===== src/rtl/font_glyph_engine.sv =====
// Three-stage text-mode glyph renderer: tile code + pixel position -> RGB.
// Optional blink attribute support is built when FONT_GLYPH_BLINK_EN is defined.
module font_glyph_engine #(
  parameter int CODE_W       = 4,
  parameter int SCALE_LOG2   = 0,
  parameter int COLOR_W      = 12,
  parameter int BLINK_FRAMES = 30
) (
  input  logic               clk,
  input  logic               reset,
  input  logic               pix_tick,
  input  logic               video_on,
  input  logic [9:0]         pixel_x,
  input  logic [9:0]         pixel_y,
  input  logic [CODE_W-1:0]  glyph_code,
  input  logic               blink,
  input  logic               frame_start,
  input  logic [COLOR_W-1:0] fg_color,
  input  logic [COLOR_W-1:0] bg_color,
  output logic [COLOR_W-1:0] rgb,
  output logic               rgb_valid
);

  // Each glyph packs rows 0..15 from MSB to LSB, one byte per row.
  function automatic logic [127:0] glyph(input logic [5:0] c);
    case (c)
      6'd0:    glyph = 128'h003C_6666_666E_7666_6666_6666_663C_0000;
      6'd1:    glyph = 128'h0010_3050_1010_1010_1010_1010_107C_0000;
      6'd2:    glyph = 128'h003C_6606_060C_1830_6060_6066_7E7E_0000;
      6'd3:    glyph = 128'h003C_6606_061C_0606_0606_0666_663C_0000;
      6'd4:    glyph = 128'h000C_1C3C_6CCC_CCFE_0C0C_0C0C_0C1E_0000;
      6'd5:    glyph = 128'h007E_6060_607C_0606_0606_0666_663C_0000;
      6'd6:    glyph = 128'h001C_3060_607C_6666_6666_6666_663C_0000;
      6'd7:    glyph = 128'h007E_6606_060C_0C18_1818_1818_1818_0000;
      6'd8:    glyph = 128'h003C_6666_663C_6666_6666_6666_663C_0000;
      6'd9:    glyph = 128'h003C_6666_6666_3E06_0606_060C_3870_0000;
      6'd10:   glyph = 128'h0000_0000_0030_0000_0000_0030_0000_0000;
      6'd11:   glyph = 128'h0018_3C3C_3C3C_7E7E_FFFF_0018_1800_0000;
      default: glyph = '0;
    endcase
  endfunction

  logic [9:0]         x_s, y_s;
  logic [CODE_W-1:0]  s1_code_q, s1_code_d;
  logic [3:0]         s1_row_q, s1_row_d;
  logic [2:0]         s1_col_q, s1_col_d;
  logic               s1_vid_q, s1_vid_d;
  logic [COLOR_W-1:0] s1_fg_q, s1_fg_d, s1_bg_q, s1_bg_d;
  logic [7:0]         s2_bits_q, s2_bits_d;
  logic [2:0]         s2_col_q, s2_col_d;
  logic               s2_vid_q, s2_vid_d;
  logic [COLOR_W-1:0] s2_fg_q, s2_fg_d, s2_bg_q, s2_bg_d;
  logic [COLOR_W-1:0] rgb_q, rgb_d;
  logic               rgb_valid_q, rgb_valid_d;
  logic [127:0]       rom_glyph;
  logic [6:0]         rom_sh;
  logic               pix_on;
  logic               suppress;
  logic               unused_xy;

  assign x_s = pixel_x >> SCALE_LOG2;
  assign y_s = pixel_y >> SCALE_LOG2;
  assign unused_xy = ^{x_s[9:3], y_s[9:4]};

  always_comb begin
    s1_code_d   = s1_code_q;
    s1_row_d    = s1_row_q;
    s1_col_d    = s1_col_q;
    s1_vid_d    = s1_vid_q;
    s1_fg_d     = s1_fg_q;
    s1_bg_d     = s1_bg_q;
    s2_bits_d   = s2_bits_q;
    s2_col_d    = s2_col_q;
    s2_vid_d    = s2_vid_q;
    s2_fg_d     = s2_fg_q;
    s2_bg_d     = s2_bg_q;
    rgb_d       = rgb_q;
    rgb_valid_d = rgb_valid_q;
    rom_glyph   = glyph(6'(s1_code_q));
    rom_sh      = {4'd15 - s1_row_q, 3'b000};
    pix_on      = s2_bits_q[3'd7 - s2_col_q] & ~suppress;
    if (pix_tick) begin
      s1_code_d   = glyph_code;
      s1_row_d    = y_s[3:0];
      s1_col_d    = x_s[2:0];
      s1_vid_d    = video_on;
      s1_fg_d     = fg_color;
      s1_bg_d     = bg_color;
      s2_bits_d   = rom_glyph[rom_sh +: 8];
      s2_col_d    = s1_col_q;
      s2_vid_d    = s1_vid_q;
      s2_fg_d     = s1_fg_q;
      s2_bg_d     = s1_bg_q;
      rgb_d       = s2_vid_q ? (pix_on ? s2_fg_q : s2_bg_q) : '0;
      rgb_valid_d = s2_vid_q;
    end
  end

  always_ff @(posedge clk) begin
    if (reset) begin
      s1_code_q   <= '0;
      s1_row_q    <= '0;
      s1_col_q    <= '0;
      s1_vid_q    <= 1'b0;
      s1_fg_q     <= '0;
      s1_bg_q     <= '0;
      s2_bits_q   <= '0;
      s2_col_q    <= '0;
      s2_vid_q    <= 1'b0;
      s2_fg_q     <= '0;
      s2_bg_q     <= '0;
      rgb_q       <= '0;
      rgb_valid_q <= 1'b0;
    end else begin
      s1_code_q   <= s1_code_d;
      s1_row_q    <= s1_row_d;
      s1_col_q    <= s1_col_d;
      s1_vid_q    <= s1_vid_d;
      s1_fg_q     <= s1_fg_d;
      s1_bg_q     <= s1_bg_d;
      s2_bits_q   <= s2_bits_d;
      s2_col_q    <= s2_col_d;
      s2_vid_q    <= s2_vid_d;
      s2_fg_q     <= s2_fg_d;
      s2_bg_q     <= s2_bg_d;
      rgb_q       <= rgb_d;
      rgb_valid_q <= rgb_valid_d;
    end
  end

`ifdef FONT_GLYPH_BLINK_EN
  localparam int CNT_W = (BLINK_FRAMES > 1) ? $clog2(BLINK_FRAMES) : 1;

  logic             s1_blink_q, s1_blink_d;
  logic             s2_blink_q, s2_blink_d;
  logic [CNT_W-1:0] cnt_q, cnt_d;
  logic             phase_q, phase_d;

  always_comb begin
    s1_blink_d = s1_blink_q;
    s2_blink_d = s2_blink_q;
    cnt_d      = cnt_q;
    phase_d    = phase_q;
    if (pix_tick) begin
      s1_blink_d = blink;
      s2_blink_d = s1_blink_q;
    end
    if (frame_start) begin
      if (cnt_q == CNT_W'(BLINK_FRAMES - 1)) begin
        cnt_d   = '0;
        phase_d = ~phase_q;
      end else begin
        cnt_d = cnt_q + 1'b1;
      end
    end
  end

  always_ff @(posedge clk) begin
    if (reset) begin
      s1_blink_q <= 1'b0;
      s2_blink_q <= 1'b0;
      cnt_q      <= '0;
      phase_q    <= 1'b0;
    end else begin
      s1_blink_q <= s1_blink_d;
      s2_blink_q <= s2_blink_d;
      cnt_q      <= cnt_d;
      phase_q    <= phase_d;
    end
  end

  assign suppress = s2_blink_q & phase_q;
`else
  logic unused_blink;
  assign unused_blink = ^{blink, frame_start};
  assign suppress = 1'b0;
`endif

  assign rgb       = rgb_q;
  assign rgb_valid = rgb_valid_q;

endmodule

===== config.mk =====
export PLATFORM = sky130hd
export DESIGN_NAME = font_glyph_engine
export DESIGN_NICKNAME = d
export VERILOG_FILES = /design/src/rtl/font_glyph_engine.sv
export SDC_FILE = /design/constraint.sdc
export NUM_CORES = 1
export LEC_CHECK = 0
export CAP_MARGIN = 25
export CORE_MARGIN = 8
export CORE_UTILIZATION = 55
export CTS_BUF_LIST = sky130_fd_sc_hd__clkbuf_2 sky130_fd_sc_hd__clkbuf_4 sky130_fd_sc_hd__clkbuf_8
export DETAILED_ROUTE_END_ITERATION = 16
export DONT_BUFFER_PORTS = 1
export PLACE_DENSITY = 0.7
export SYNTH_ARGS = -nofsm -noshare
export SYNTH_HDL_FRONTEND = slang
export SYNTH_SLANG_ARGS = --single-unit

===== constraint.sdc =====
create_clock -name clk -period 4.2 [get_ports clk]
set_input_delay 0.84 -clock clk [delete_from_list [all_inputs] [get_ports clk]]
set_output_delay 0.84 -clock clk [all_outputs]
set_load 0.005 [all_outputs]

==> flow_summary_export.csv, run 1 <==
group,metric,value,unit
status,status,"finished, final reports clean",
route,num_vias,3819,
worst_setup_path,cpMostUsedCell,"inv_1",
clock_tree,clock_path_buffers,2,
floorplanning,die_h,116,um
worst_setup_path,ff2ff_path_depth,8,
global_routing,overflow,0,
pwr,leakage,2.54,nW
worst_setup_path,cp_slowest_cell,"a211oi_1",
min_path,whs_path_depth,2,
min_path,holdPathEnd,"rgb[7]",
worst_setup_path,r2r_slack,2.03,ns
yosys,yosys.area.top_type,"dfxtp_1",
pwr,p_total,0.00279,W
clock_tree,cts_resized,0,
floorplanning,die_w,116,um
clock_tree,clkLatencyLatePin,0.42,ns
pwr,power_density,472,nW/um^2
pwr,ir_worst_vdd,183,uV
worst_setup_path,r2r-start,"s1_code_q[1]",
worst_setup_path,timing.rr.end,"rom_glyph[106]",
final_layout,n_antenna_cell,0,
worst_setup_path,path_buf_inv,2,
final_layout,fin_util,61.0,%
flow_run,cap_violations,0,
timing,slew_viol_final,0,
yosys,synthCells,551,
route,avgRoutedWirePerCell,16.0,um
worst_setup_path,critPathKind,"input pin to flip-flop",
clock_tree,cts.htree.levels,4,
timing,final.setup_skew,0.0134,ns
min_path,min_path_type,"flip-flop to flip-flop",
global_routing,track_usage,17.3,%
route,drtIter0Drc,318,
route,drt_first_pass_iters,5,
timing,setup_tns,0,ns
timing,hold_viol,0,
timing,fmax,420,MHz
clock_tree,cts_buffers,17,
final_layout,stdcell_area,5910,um^2
global_routing,grt_first_pass_wirelength,18200,um
worst_setup_path,crit_arrival,2.67,ns
clock_tree,cts-root-buf,"clkbuf_8",
worst_setup_path,startpoint,"pix_tick",
timing,grt_setup_unrepaired,"no",
place,io_buffers,0,
clock_tree,cts_hold_buf,0,
place,place.gp.congestion,0.942,
worst_setup_path,cp_max_fo,79,
clock_tree,clock-sinks,137,
timing,finalCriticalPeriod,2.38,ns
clock_tree,cts_tree,"yes",
global_routing,grt_pass1_vias,3641,
global_routing,grt_start_max_net_pins,86,
route,vias_per_cell,5.58,
route,wirelength,11000,um
yosys,synth_common_cells,"dfxtp_1 (137), nor2_1 (90), mux2i_1 (88)",
yosys,yosysWarnings,0,
final_layout,nets,600,
route,antenna_left,0,
yosys,synthArstFlopShare,0,%
floorplanning,initial_core_util,56.3,%
timing,setup_violations,0,
worst_setup_path,path_depth,8,
yosys,ys_types,45,
yosys,syn_area_per_cell,9.89,um^2
yosys,synth_most_common_cell,"dfxtp_1",
worst_setup_path,worstPathRequired,4.48,ns
place,place.detailed.hpwl,7510,um
timing,finalCritPeriodShare,56.7,%
yosys,synth-edff-count,0,
clock_tree,worst_setup_hold_path_clk_slew,0.07,ns
yosys,ys_ff_latch,137,
yosys,seq_area_frac_synth,50.3,%
yosys,syn-cell-area,5450,um^2
clock_tree,cts_setup_buffers,0,
floorplanning,io_pins,67,
final_layout,n_fill_cell,819,
worst_setup_path,critPathMaxStageDelay,0.40,ns
global_routing,antenna_found_initial,0,
timing,timing.max_slew.rel_slack,30.6,%
yosys,ys.flop_type,"dfxtp_1",
final_layout,area_delta_synth_final,8.45,%
worst_setup_path,end_kind,"flip-flop",
min_path,hold_start,"rgb[7]",
yosys,synth_fp_nets,612,
final_layout,drive_above_1_share,9.42,%
worst_setup_path,worstPathCellList,"mux2i_1 -> or2_2 -> inv_1 -> ha_1 -> inv_1 -> a211oi_1 -> a31oi_1 -> a21boi_0",
floorplanning,rows,36,
floorplanning,die-area,13300,um^2
timing,worst_pin_slew,1.04,ns
yosys,synth.area.top_cells,"dfxtp_1 (50%), mux2i_1 (16%), nor2_1 (6.2%)",
place,dpl_cell_area,5460,um^2
route,drc,0,
worst_setup_path,worst_setup_path_start_kind,"input pin",
yosys,synth_top_area_share,50.3,%
floorplanning,coreArea,9680,um^2
worst_setup_path,critPathTopFamily,"compound AO/OA/AOI/OAI gates",
-- sequential cells by signal (all words and copies together) (netlist names), 3 cells and up --
name,count
s2_col_q,3
s1_fg_q,12
s1_code_q,4
s2_bg_q,12
s1_bg_q,12
s1_col_q,3
rgb,12
s2_fg_q,12
s2_bits_q,8
s1_row_q,4
rom_glyph,52
-- kinds of logic (layout without fill, tap and decap cells) --
kind of cell               Yosys count  count (layout)  synth area share, %
and+or+nand+nor                    169             169                 13.0
DFF                                137             137                 50.3
muxes                              100             100                 20.4
AOI/OAI and AO/OA                   90              90                 10.5
buffers and inverters               48              49                 4.20
adders and majority gates            7               7                 1.61
-- power breakdown --
group | switching [W] | internal (W) | total, W
combinational | 0.000126 | 0.000118 | 0.000243
sequential | 0.0000467 | 0.00139 | 0.00143
clock | 0.000499 | 0.000614 | 0.00111
-- cell type report --
cell class / instances / area, um^2 / area share, %
sequential: 137 / 2740 / 46.4
timing repair buffer: 4 / 50.0 / 0.847
clock buffer: 19 / 255 / 4.32
inverter: 13 / 48.8 / 0.826
tap: 133 / 166 / 2.82
multi-input combinational: 366 / 2480 / 41.9
clock inverter: 13 / 169 / 2.86
-- per-layer routing --
layer / track usage [%] / share of wire (%)
met1: 21.9 / 45
met4: 7.01 / 1.1
met5: 0 / 0
met3: 4.64 / 6.6
met2: 27.4 / 47
-- layout by cell type (no fill, tap or decap), drive strengths merged --
cell / count
nor4: 5
o211ai: 2
a311oi: 2
a2bb2oi: 1
or2: 2
nor4bb: 1
o211a: 5
clkbuf: 19
nand3: 2
o21bai: 1
clkinvlp: 7
bufinv: 3
nor2b: 3
a21oi: 18
a221o: 1
and3: 1
mux2i: 89
a21boi: 2
a211oi: 8
nand2b: 5
o22ai: 6
a2111oi: 1
a21o: 2
a31oi: 3
nand2: 48
mux4: 7
buf: 4
dfxtp: 137
a22oi: 6
mux2: 4
nor3: 12
inv: 15
nor2: 90
o21ai: 30
ha: 7
clkinv: 1
a22o: 2
-- through the flow --
step	hold slack, ns	setup slack [ns]	instances
global placement	0.461	1.55	652
finish	0.471	1.82	685
detailed placement	0.467	1.51	652
CTS	0.463	1.97	684
global route	0.479	1.78	685
floorplan	0.445	1.53	551
-- worst max path at each step --
stage,end,slack (ns)
after global routing,rom_glyph[106],1.78
final,rom_glyph[106],1.82
after detailed placement,rom_glyph[106],1.51
after floorplan,rom_glyph[66],1.53
after global placement,rom_glyph[106],1.55
after CTS,rom_glyph[106],1.97
-- worst min-delay path: cells and delay by family (launching register included) --
family,cells,cell delay [ns]
compound gates,1,0.05
simple gates,1,0.05
flops,1,0.33
Power figures use the tool's default switching activity.
==> run 2: changes to the inputs <==
==> constraint.sdc (replaced) <==
create_clock -name clk -period 2.2 [get_ports clk]
set_input_delay 0.44 -clock clk [delete_from_list [all_inputs] [get_ports clk]]
set_output_delay 0.44 -clock clk [all_outputs]
set_load 0.005 [all_outputs]
==> run 2 against run 1 <==
Non-clock buffer count rose by 14; first-iteration DRC count is 13% lower; sequential power is 91% higher; utilization increased by 1.2 points; design area is 2.0% higher; critical path type is now flip-flop to flip-flop; critical endpoint unchanged; highest routed layer unchanged.
==> flow_summary_export.csv, run 2 (synthesis gave the netlist of run 1 again) <==
group,metric,value,unit
pwr,power_density,908,nW/um^2
timing,slew_viol_final,0,
clock_tree,worst_setup_hold_path_clk_slew,0.08,ns
final_layout,n_fill_cell,791,
global_routing,overflow,0,
floorplanning,die-area,13300,um^2
clock_tree,cts-root-buf,"clkbuf_8",
pwr,swShare,22.7,%
worst_setup_path,ff2ff_path_depth,8,
floorplanning,io_pins,67,
min_path,min_path_type,"input pin to flip-flop",
pwr,ir_worst_vdd,416,uV
floorplanning,coreArea,9680,um^2
worst_setup_path,cp_slowest_cell,"or2_2",
timing,worst_pin_slew,0.889,ns
worst_setup_path,r2r_slack,0.25,ns
timing,fin_hold_ws,0.115,ns
worst_setup_path,r2r-start,"s1_code_q[1]",
floorplanning,rows,36,
pwr,p_int,0.00423,W
clock_tree,cts_tree,"yes",
clock_tree,clkLatencyLatePin,0.43,ns
route,drt_first_pass_iters,4,
worst_setup_path,worstPathCellList,"mux2i_1 -> or2_2 -> inv_1 -> ha_1 -> inv_1 -> a211oi_2 -> a31oi_1 -> a21boi_0",
final_layout,area_delta_synth_final,10.6,%
global_routing,antenna_found_initial,0,
global_routing,track_usage,18.3,%
route,vias_per_cell,5.46,
route,avgRoutedWirePerCell,16.6,um
clock_tree,clock_path_buffers,2,
flow_run,cap_violations,0,
route,drtIter0Drc,278,
status,status,"finished, final reports clean",
worst_setup_path,end_kind,"flip-flop",
floorplanning,die_h,116,um
worst_setup_path,worstPathRequired,2.51,ns
pwr,pwr-share-comb,9.3,%
clock_tree,cts_setup_buffers,0,
route,num_vias,3820,
pwr,seqPwrFrac,49.8,%
pwr,power_switching,0.00124,W
worst_setup_path,cp_max_fo,8,
final_layout,drive_above_1_share,11.8,%
worst_setup_path,startpoint,"s1_code_q[1]",
timing,timing.max_slew.rel_slack,40.5,%
route,wirelength,11600,um
global_routing,grt_start_max_net_pins,86,
timing,finalWorstSetupSlack,0.252,ns
place,place.detailed.hpwl,8270,um
timing,hold_viol,0,
worst_setup_path,endpoint,"rom_glyph[106]",
worst_setup_path,crit_arrival,2.25,ns
final_layout,largest_register_ffs,52,
place,place.gp.congestion,0.929,
timing,finalCriticalPeriod,1.95,ns
global_routing,grt_pass1_vias,3751,
timing,final.setup_skew,0.0116,ns
final_layout,mostFrequentLayoutCell,"dfxtp_1",
final_layout,fin_util,62.2,%
pwr,leakage,2.64,nW
final_layout,mostFrequentLayoutCells,"dfxtp_1 (137), nor2_1 (90), mux2i_1 (88)",
route,drc,0,
global_routing,grt_first_pass_wirelength,18900,um
clock_tree,clock-sinks,137,
place,preCtsSetupSlack,0.133,ns
worst_setup_path,critPathKind,"flip-flop to flip-flop",
route,antenna_left,0,
worst_setup_path,worst_setup_path_start_kind,"flip-flop",
timing,fmax,513,MHz
worst_setup_path,timing.rr.end,"rom_glyph[106]",
timing,setup_tns,0,ns
worst_setup_path,critPathMaxStageDelay,0.38,ns
final_layout,n_antenna_cell,0,
timing,setup_violations,0,
timing,finalCritPeriodShare,88.6,%
final_layout,nets,614,
clock_tree,cts_hold_buf,0,
clock_tree,cts_resized,0,
place,io_buffers,0,
pwr,p_total,0.00547,W
floorplanning,initial_core_util,56.3,%
pwr,power.share.clock,40.9,%
clock_tree,cts.htree.levels,4,
timing,grt_setup_unrepaired,"no",
floorplanning,die_w,116,um
worst_setup_path,cpMostUsedCell,"inv_1",
clock_tree,cts_buffers,17,
-- run 2: cell count changes in the layout (fill, tap and decap cells not counted), moves of 2 or more --
cell,delta
buf_4,+15
clkbuf_8,+2
clkinv_2,+3
clkinv_4,+2
clkinvlp_4,-6
inv_6,-2
-- run 2: per-layer routing --
metal / wire length (um) / up-vias / GRT usage, %
met1: 5060 / 1789 / 20.8
met4: 389 / 0 / 11.9
met2: 5560 / 89 / 29.4
met3: 591 / 26 / 5.68
met5: 0 / - / 0
li1: - / 1916 / -
-- run 2: cell type report --
type                       count  area [um^2]  share of cell area [%]
clock buffer                  21          283                    4.69
clock inverter                11          169                    2.80
inverter                      13         48.8                   0.810
multi-input combinational    366         2480                    41.2
sequential                   137         2740                    45.5
tap                          133          166                    2.76
timing repair buffer          18          135                    2.24
-- run 2: how the worst min path moves through the flow --
stage | startpoint | end | slack, ns | depth (start not counted)
after floorplan | rgb[10] | rgb[10] | 0.44 | 2
after global placement | rgb[2] | rgb[2] | 0.46 | 2
after detailed placement | s2_bits_q[3] | s2_bits_q[3] | 0.47 | 2
after CTS | reset | s1_code_q[0] | 0.05 | 1
after global routing | reset | s1_code_q[0] | 0.05 | 1
final | reset | s1_code_q[0] | 0.11 | 1
-- run 2: stage by stage --
stage | instance area, um^2 | instances
CTS | 6030 | 699
detailed placement | 5580 | 667
global route | 6030 | 699
global placement | 5580 | 667
floorplan | 5460 | 551
finish | 6030 | 699
-- run 2: power by group through the flow --
stage,combinational (W),clock (W),sequential [W]
2_1_floorplan,0.000452,0,0.00275
3_3_place_gp,0.000498,0,0.00278
3_5_place_dp,0.000506,0,0.00278
4_1_cts,0.000509,0.00227,0.00273
5_1_grt,0.000564,0.00240,0.00274
6_report,0.000509,0.00224,0.00273
-- run 2: critical path: cells and delay by family (launching register included) --
family / cells / cell delay (ns)
muxes: 1 / 0.10
buffers and inverters: 2 / 0.26
DFF: 1 / 0.31
and+or+nand+nor: 1 / 0.38
adders and majority gates: 1 / 0.26
AOI/OAI and AO/OA: 3 / 0.52
